`config.mk`:
```
export PLATFORM = sky130hd
export DESIGN_NAME = btn_conditioner
export DESIGN_NICKNAME = d
export VERILOG_FILES = /design/src/rtl/btn_pkg.sv /design/src/rtl/btn_channel.sv /design/src/rtl/btn_conditioner.sv
export SDC_FILE = /design/constraint.sdc
export NUM_CORES = 1
export LEC_CHECK = 0
export ABC_AREA = 0
export CORE_MARGIN = 2
export CORE_UTILIZATION = 30
export CTS_CLUSTER_DIAMETER = 120
export DETAILED_ROUTE_END_ITERATION = 16
export REMOVE_ABC_BUFFERS = 1
export SYNTH_ARGS = -nofsm -noshare
export SYNTH_HDL_FRONTEND = slang
export SYNTH_SLANG_ARGS = --single-unit
export TNS_END_PERCENT = 100
```
`constraint.sdc`:
```
create_clock -name clk -period 8 [get_ports clk]
set_input_delay 1.6 -clock clk [delete_from_list [all_inputs] [get_ports clk]]
set_output_delay 1.6 -clock clk [all_outputs]
set_load 0.01 [all_outputs]
```
`src/rtl/btn_pkg.sv`:
```
// Shared definitions for the pushbutton conditioner: channel states, button indices
// and a counter-width helper.
package btn_pkg;

  localparam int unsigned NUM_BTN = 5;

  localparam int unsigned BTN_U = 0;
  localparam int unsigned BTN_D = 1;
  localparam int unsigned BTN_L = 2;
  localparam int unsigned BTN_R = 3;
  localparam int unsigned BTN_C = 4;

  typedef enum logic [1:0] {
    IDLE      = 2'd0,
    ARMING    = 2'd1,
    PRESSED   = 2'd2,
    RELEASING = 2'd3
  } btn_state_t;

  // Width able to hold n-1; never narrower than one bit.
  function automatic int unsigned cnt_bits(input int unsigned n);
    return (n <= 2) ? 1 : $clog2(n);
  endfunction

endpackage

```
`src/rtl/btn_channel.sv`:
```
// One debounced pushbutton: 2-flop synchronizer, IDLE/ARMING/PRESSED/RELEASING FSM.
// Define BTN_HOLD_REPEAT_EN to add hold-to-repeat press pulses.
module btn_channel
  import btn_pkg::*;
#(
  parameter int unsigned DEBOUNCE_CYCLES = 1000000,
  parameter int unsigned HOLD_CYCLES     = 50000000,
  parameter int unsigned REPEAT_CYCLES   = 20000000
) (
  input  logic clk,
  input  logic rst,
  input  logic raw,
  output logic level,
  output logic press,
  output logic press_nxt
);

  localparam int unsigned CW = $clog2(DEBOUNCE_CYCLES);
  localparam logic [CW-1:0] CNT_LAST = CW'(DEBOUNCE_CYCLES - 1);

  logic [1:0]  sync_q;
  logic        sync;
  btn_state_t  state, state_nxt;
  logic [CW-1:0] cnt, cnt_nxt;
  logic        level_nxt;
  logic        accept;

  assign sync = sync_q[1];

  always_comb begin
    state_nxt = state;
    cnt_nxt   = cnt;
    level_nxt = level;
    accept    = 1'b0;
    case (state)
      IDLE: begin
        level_nxt = 1'b0;
        if (sync) begin
          state_nxt = ARMING;
          cnt_nxt   = CW'(1);
        end
      end
      ARMING: begin
        if (!sync) begin
          state_nxt = IDLE;
          cnt_nxt   = '0;
        end else if (cnt == CNT_LAST) begin
          state_nxt = PRESSED;
          cnt_nxt   = '0;
          level_nxt = 1'b1;
          accept    = 1'b1;
        end else begin
          cnt_nxt = cnt + CW'(1);
        end
      end
      PRESSED: begin
        if (!sync) begin
          state_nxt = RELEASING;
          cnt_nxt   = CW'(1);
        end
      end
      RELEASING: begin
        if (sync) begin
          state_nxt = PRESSED;
          cnt_nxt   = '0;
        end else if (cnt == CNT_LAST) begin
          state_nxt = IDLE;
          cnt_nxt   = '0;
          level_nxt = 1'b0;
        end else begin
          cnt_nxt = cnt + CW'(1);
        end
      end
      default: begin
        state_nxt = IDLE;
        cnt_nxt   = '0;
        level_nxt = 1'b0;
      end
    endcase
  end

`ifdef BTN_HOLD_REPEAT_EN
  localparam int unsigned RW =
    cnt_bits((HOLD_CYCLES > REPEAT_CYCLES) ? HOLD_CYCLES : REPEAT_CYCLES);

  logic [RW-1:0] rpt, rpt_nxt;
  logic          holding, holding_nxt;
  logic          rpt_fire;

  // One counter serves both the initial hold delay and the repeat period; it is
  // frozen in RELEASING so a bounce cannot restart the hold delay.
  always_comb begin
    rpt_nxt     = rpt;
    holding_nxt = holding;
    rpt_fire    = 1'b0;
    if (state == PRESSED && state_nxt == PRESSED) begin
      if (!holding) begin
        if (rpt == RW'(HOLD_CYCLES - 1)) begin
          rpt_fire    = 1'b1;
          holding_nxt = 1'b1;
          rpt_nxt     = '0;
        end else begin
          rpt_nxt = rpt + RW'(1);
        end
      end else if (rpt == RW'(REPEAT_CYCLES - 1)) begin
        rpt_fire = 1'b1;
        rpt_nxt  = '0;
      end else begin
        rpt_nxt = rpt + RW'(1);
      end
    end else if (state_nxt == IDLE) begin
      rpt_nxt     = '0;
      holding_nxt = 1'b0;
    end
  end

  always_ff @(posedge clk or posedge rst) begin
    if (rst) begin
      rpt     <= '0;
      holding <= 1'b0;
    end else begin
      rpt     <= rpt_nxt;
      holding <= holding_nxt;
    end
  end

  assign press_nxt = accept | rpt_fire;
`else
  // Hold/repeat timing has no effect in this build.
  if (HOLD_CYCLES > 0 || REPEAT_CYCLES > 0) begin : g_no_repeat
  end

  assign press_nxt = accept;
`endif

  always_ff @(posedge clk or posedge rst) begin
    if (rst) begin
      sync_q <= '0;
      state  <= IDLE;
      cnt    <= '0;
      level  <= 1'b0;
      press  <= 1'b0;
    end else begin
      sync_q <= {sync_q[0], raw};
      state  <= state_nxt;
      cnt    <= cnt_nxt;
      level  <= level_nxt;
      press  <= press_nxt;
    end
  end

endmodule

```
`src/rtl/btn_conditioner.sv`:
```
// Five independent debounced pushbutton channels (U, D, L, R, C) with a combined press flag.
// Define BTN_HOLD_REPEAT_EN to enable hold-to-repeat in every channel.
module btn_conditioner
  import btn_pkg::*;
#(
  parameter int unsigned DEBOUNCE_CYCLES = 1000000,
  parameter int unsigned HOLD_CYCLES     = 50000000,
  parameter int unsigned REPEAT_CYCLES   = 20000000
) (
  input  logic               clk,
  input  logic               rst,
  input  logic               btnU,
  input  logic               btnD,
  input  logic               btnL,
  input  logic               btnR,
  input  logic               btnC,
  output logic [NUM_BTN-1:0] level,
  output logic [NUM_BTN-1:0] press,
  output logic               any_press
);

  logic [NUM_BTN-1:0] raw;
  logic [NUM_BTN-1:0] press_nxt;

  assign raw = {btnC, btnR, btnL, btnD, btnU};

  for (genvar i = 0; i < NUM_BTN; i++) begin : g_ch
    btn_channel #(
      .DEBOUNCE_CYCLES(DEBOUNCE_CYCLES),
      .HOLD_CYCLES    (HOLD_CYCLES),
      .REPEAT_CYCLES  (REPEAT_CYCLES)
    ) u_ch (
      .clk      (clk),
      .rst      (rst),
      .raw      (raw[i]),
      .level    (level[i]),
      .press    (press[i]),
      .press_nxt(press_nxt[i])
    );
  end

  // Registered from the channels' next-press terms so it lines up with press.
  always_ff @(posedge clk or posedge rst) begin
    if (rst) any_press <= 1'b0;
    else     any_press <= |press_nxt;
  end

endmodule

```
==> results of run 1 <==
[area by class of cell]
class	instances	area, um2	area share [%]
clock buffer	19	452.9	5.768
clock inverter	13	165.2	2.103
inverter	20	80.08	1.020
multi-input combinational	565	3342	42.56
sequential	131	3278	41.75
tap	285	356.6	4.541
timing repair buffer	18	177.7	2.263
[power breakdown]
part | internal (mW) | switching, mW
logic | 0.0325 | 0.0583
clock network | 0.488 | 0.322
registers | 0.686 | 0.0306
total | 1.21 | 0.411
[metal layers]
metal	GRT usage [%]	part of all wire, %	vias up
li1	-	-	2792
met1	17.97	50	2682
met2	19.45	45	109
met3	3.175	4.0	15
met4	3.844	1.2	0
met5	0	0	-
[path summary, 6_finish.rpt]
check,end
max,level[0]
min,g_ch[2].u_ch.sync_q[1]
max reg2reg,g_ch[4].u_ch.cnt[16]
min reg2reg,g_ch[2].u_ch.sync_q[1]
max in group asynchronous,g_ch[4].u_ch.sync_q[1]
min in group asynchronous,g_ch[2].u_ch.cnt[0]
[synthesized netlist by cell type, drive strengths merged, types with 2 or more instances]
library cell	instances	share of area [%]
mux2	6	1.0
or3	14	1.3
o21ba	3	0.44
dfrtp	131	48
o22ai	3	0.27
and2	6	0.58
nand4bb	4	0.65
o211ai	9	0.98
a31oi	54	5.1
xor2	11	1.4
a31o	2	0.25
a41oi	3	0.38
o21ai	48	3.5
clkbuf	10	0.56
nand2	85	4.6
or4	5	0.55
a211oi	4	0.44
a21o	9	0.98
inv	20	1.1
nor4b	6	0.76
nor4	6	0.55
o21a	2	0.22
nor2b	5	0.45
and4	6	0.76
nor3b	3	0.49
a22o	16	2.0
and3	14	1.3
nand4	24	2.2
buf	23	2.2
mux2i	6	0.87
ha	5	0.91
nor3	14	1.1
xnor2	4	0.51
o21bai	4	0.49
nor2	58	3.2
a21oi	43	3.3
or2	5	0.45
nand3	58	4.2
nand2b	10	0.91
[flip-flops by register name, indices dropped and copies added (netlist names), named ones only]
signal / count
g_ch.u_ch.sync_q: 10
g_ch.u_ch.press: 5
g_ch.u_ch.level: 5
any_press: 1
g_ch.u_ch.state: 5
g_ch.u_ch.cnt: 100
[worst reg2reg max path, cell delays in order, from the launching register on]
cell      delay (ns)
dfrtp_1         0.41
ha_1            0.22
and4_1          0.37
nand4_1         0.21
o21bai_1        0.74
o21ai_0         0.23
a22o_1          0.26
[logic make-up after synthesis]
group | synth area share (%)
AO/OA/AOI/OAI | 19.26
XOR/XNOR | 1.907
adder cells (fa/ha/maj) | 0.9083
buffers and inverters | 3.887
flip-flops | 47.59
multiplexers | 1.907
AND/OR/NAND/NOR | 24.54
==> results.py, run 1 <==
metrics = {
    "sta": {
        "min_period_ns": 2.988,
        "clock_skew_ns": 0.01246,
        "finalMaxSlewViolations": 0,
        "fin_crit_sh_pct": 37.35,
        "tns_ns": 0,
        "setup_ws_ns": 5.012,
        "finalHoldViolations": 0,
        "timing.fmax_mhz": 334.7,
        "tightest_slew_ns": 0.8988,
        "rsz0062_at_grt": "false",
        "maxSlewHeadroom_pct": 40.08,
        "holdWs_ns": 0.3493,
        "finalSetupViolCount": 0,
    },
    "power_and_ir_drop": {
        "power_mw": 1.617,
        "power_density_nw_per_um2": 205.9,
        "p_leak_nw": 3.173,
        "ir_drop_uv": 149.4,
    },
    "setup_path": {
        "critPathRequiredTime_ns": 6.40,
        "path_buf_inv": 1,
        "critPathCaptureType": "primary output",
        "cp_slowest_cell": "clkdlybuf4s50_1",
        "reg2reg_slack_ns": 5.45,
        "max_stage_delay_ns": 0.59,
        "crit_arrival_ns": 1.39,
        "r2r_start": "g_ch[4].u_ch.cnt[0]",
        "critical_path_class": "reg -> out",
        "path_depth": 1,
        "path_cells": "clkdlybuf4s50_1",
        "critPathTopFamily": "buffers and inverters",
        "critical_path_peak_fanout": 3,
        "crit_start": "g_ch[0].u_ch.level",
        "ff2ff_path_depth": 6,
        "critPathLaunchType": "register",
    },
    "floorplanning": {
        "start_util_pct": 30.52,
        "die_x_um": 155.5,
        "ioPinCount": 18,
        "die_h_um": 155.5,
        "die-area_um2": 24190,
        "row_count": 55,
        "core-area_um2": 22570,
    },
    "cells_and_area": {
        "final-instance-count-excl-fill": 1051,
        "fillerInstances": 2280,
        "final_cell_mix": "dfrtp_1, nand2_1, nand3_1, nor2_1, a31oi_1",
        "drive_above_1_share_pct": 7.833,
        "utilization_pct": 34.79,
        "final_common_cell": "dfrtp_1",
        "insertedDiodeCount": 0,
        "area_growth_pct": 14.01,
        "nNetsFinal": 765,
        "final_area_um2": 7853,
    },
    "synth": {
        "synth_cells": 749,
        "yosysSeqAreaShare_pct": 47.59,
        "yosysWarnings": 0,
        "synth_cell_types": 64,
        "async_flop_share_pct": 100.0,
        "synth_edf_count": 0,
        "avgSynthCellArea_um2": 9.196,
        "syn_area_um2": 6888,
        "synth_flop_cell": "dfrtp_1",
        "synth-seq-cells": 131,
    },
    "placement": {
        "dp.cells": 1019,
        "dp_slack_ns": 4.530,
        "placed_area_um2": 7234,
        "place_hpwl_um": 9561,
        "place_congestion": 0.7888,
        "port_buffers": 17,
    },
    "clock_network": {
        "hold_buffers": 0,
        "cts_setup_buffers": 0,
        "path_clk_slew_ns": 0.06,
        "clk_path_buf_depth": 2,
        "root_buffer": "clkbuf_16",
        "insertion_delay_ns": 0.42,
        "post_cts_resized": 0,
        "cts_buffers": 17,
        "cts.sinks": 131,
        "h-tree-depth": 4,
        "cts_tree": "done",
    },
    "hold_path": {
        "min_from": "g_ch[2].u_ch.sync_q[0]",
        "whs_path_depth": 0,
        "hp-class": "reg -> reg",
    },
    "grt": {
        "grt_max_degree": 71,
        "grt_pass1_vias": 5044,
        "grt_pass1_wl_um": 25250,
        "grtUsageTotal_pct": 12.78,
        "grt_antenna_before_repair": 0,
        "grt_overflow": 0,
    },
    "detailed_routing": {
        "postRouteAntennaNets": 0,
        "drt-wirelength-per-cell_um": 14.17,
        "first_iter_violations": 348,
        "vias_per_cell": 5.326,
        "drc": 0,
        "drt_first_pass_iters": 5,
        "routed_wirelength_um": 14900,
        "via_count": 5598,
    },
    "outcome": {
        "status": "finished, final reports clean",
    },
    "job": {
        "cap_viol_max_count": 0,
    },
}
No activity file was read; power rests on OpenSTA's default activity.
==> run 2: changes to the inputs <==
==> constraint.sdc (replaced) <==
create_clock -name clk -period 2.9 [get_ports clk]
set_input_delay 0.58 -clock clk [delete_from_list [all_inputs] [get_ports clk]]
set_output_delay 0.58 -clock clk [all_outputs]
set_load 0.01 [all_outputs]
==> results.py, run 2 (synthesis results as in run 1) <==
metrics = {
    "setup_path": {
        "crit_arrival_ns": 2.56,
        "critical_path_class": "reg -> reg",
        "critPathRequiredTime_ns": 3.21,
        "critical_path_peak_fanout": 37,
        "critPathLaunchType": "register",
        "critPathCaptureType": "register",
    },
    "floorplanning": {
        "core-area_um2": 22570,
        "row_count": 55,
        "die-area_um2": 24190,
        "ioPinCount": 18,
        "start_util_pct": 30.52,
        "die_h_um": 155.5,
        "die_x_um": 155.5,
    },
    "grt": {
        "grt_pass1_vias": 5339,
        "grt_max_degree": 50,
        "grt_pass1_wl_um": 26620,
        "grt_overflow": 0,
        "grt_antenna_before_repair": 0,
        "grtUsageTotal_pct": 13.42,
    },
    "cells_and_area": {
        "largest_register": "g_ch.u_ch.cnt",
        "insertedDiodeCount": 0,
        "largest_reg_flops": 100,
        "final_cell_mix": "dfrtp_1, nand2_1, nand3_1, nor2_1, a31oi_1",
        "nNetsFinal": 771,
        "fillerInstances": 2303,
        "final_common_cell": "dfrtp_1",
        "final-instance-count-excl-fill": 1057,
        "top_regs": "g_ch.u_ch.cnt x100, g_ch.u_ch.sync_q x10",
        "area_growth_pct": 15.17,
        "utilization_pct": 35.14,
        "drive_above_1_share_pct": 8.549,
        "final_area_um2": 7933,
    },
    "detailed_routing": {
        "drt-wirelength-per-cell_um": 14.28,
        "drt_first_pass_iters": 5,
        "first_iter_violations": 364,
        "postRouteAntennaNets": 0,
        "via_count": 5630,
        "routed_wirelength_um": 15100,
        "drc": 0,
        "vias_per_cell": 5.326,
    },
    "sta": {
        "clock_skew_ns": 0.009953,
        "maxSlewHeadroom_pct": 39.40,
        "tightest_slew_ns": 0.9091,
        "fin_crit_sh_pct": 77.60,
        "finalHoldViolations": 0,
        "holdWs_ns": 0.3518,
        "min_period_ns": 2.251,
        "finalSetupViolCount": 0,
        "finalMaxSlewViolations": 0,
        "rsz0062_at_grt": "false",
        "timing.fmax_mhz": 444.3,
    },
    "clock_network": {
        "cts_setup_buffers": 0,
        "h-tree-depth": 4,
        "cts_tree": "done",
        "insertion_delay_ns": 0.42,
        "root_buffer": "clkbuf_16",
        "hold_buffers": 0,
        "cts_buffers": 17,
        "path_clk_slew_ns": 0.06,
        "cts.sinks": 131,
        "clk_path_buf_depth": 2,
        "post_cts_resized": 0,
    },
    "job": {
        "cap_viol_max_count": 0,
    },
    "power_and_ir_drop": {
        "power_mw": 4.574,
        "ir_drop_uv": 371.4,
        "p_leak_nw": 3.213,
        "power_density_nw_per_um2": 576.7,
    },
    "outcome": {
        "status": "finished, final reports clean",
    },
    "placement": {
        "place_hpwl_um": 9847,
        "place_congestion": 0.7977,
        "port_buffers": 17,
        "dp.cells": 1025,
        "placed_area_um2": 7292,
    },
    "hold_path": {
        "hp-class": "reg -> reg",
    },
}
[run 2: cell count changes in the layout (fill, tap and decap cells not counted), moves of 2 or more]
cell | before | now
inv_6 | 3 | 5
bufinv_16 | 2 | 4
buf_4 | 1 | 6
inv_8 | 4 | 0
[run 2: area by class of cell]
class / count / area [um2] / share of cell area (%)
Clock buffer: 18 / 439.2 / 5.536
Timing Repair Buffer: 24 / 235.2 / 2.965
Sequential cell: 131 / 3278 / 41.32
Multi-Input combinational cell: 565 / 3342 / 42.13
Inverter: 20 / 80.08 / 1.009
Clock inverter: 14 / 201.4 / 2.539
Tap cell: 285 / 356.6 / 4.495
[run 2: critical path: stages (launching register included)]
cell and delay (ns):
dfrtp_1 0.45, or4b_4 0.55, nor3b_4 0.25, a31oi_4 0.38
a21o_1 0.28, a22o_1 0.22
[run 2: routing by layer]
metal	track usage, %	vias to the layer above	wire length, um
met1	19.17	2694	7629
met5	0	-	0
met3	3.092	16	510
li1	-	2802	-
met4	4.543	0	218
met2	19.97	118	6737
[run 2: final timing paths]
path	start	endpoint	slack (ns)	depth (start not counted)
max	g_ch[2].u_ch.cnt[6]	g_ch[2].u_ch.cnt[11]	0.65	5
min	g_ch[2].u_ch.sync_q[0]	g_ch[2].u_ch.sync_q[1]	0.35	0
max reg2reg	g_ch[2].u_ch.cnt[6]	g_ch[2].u_ch.cnt[11]	0.65	5
min reg2reg	g_ch[2].u_ch.sync_q[0]	g_ch[2].u_ch.sync_q[1]	0.35	0
max in group asynchronous	rst	g_ch[4].u_ch.cnt[15]	1.72	3
min in group asynchronous	rst	g_ch[2].u_ch.cnt[1]	0.56	2
[run 2: power by group]
group	internal, mW	total [mW]	leakage, nW	switching, mW
Clock	1.47	2.34	0.308	0.863
Combinational	0.0948	0.257	1.13	0.163
Sequential	1.89	1.98	1.78	0.0863
[run 2: metrics by stage]
step,setup TNS (ns),worst slack (ns)
floorplan,-154.28,-1.178
global placement,0,0.7077
detailed placement,0,0.6816
CTS,0,0.6700
global route,0,0.4940
finish,0,0.6495
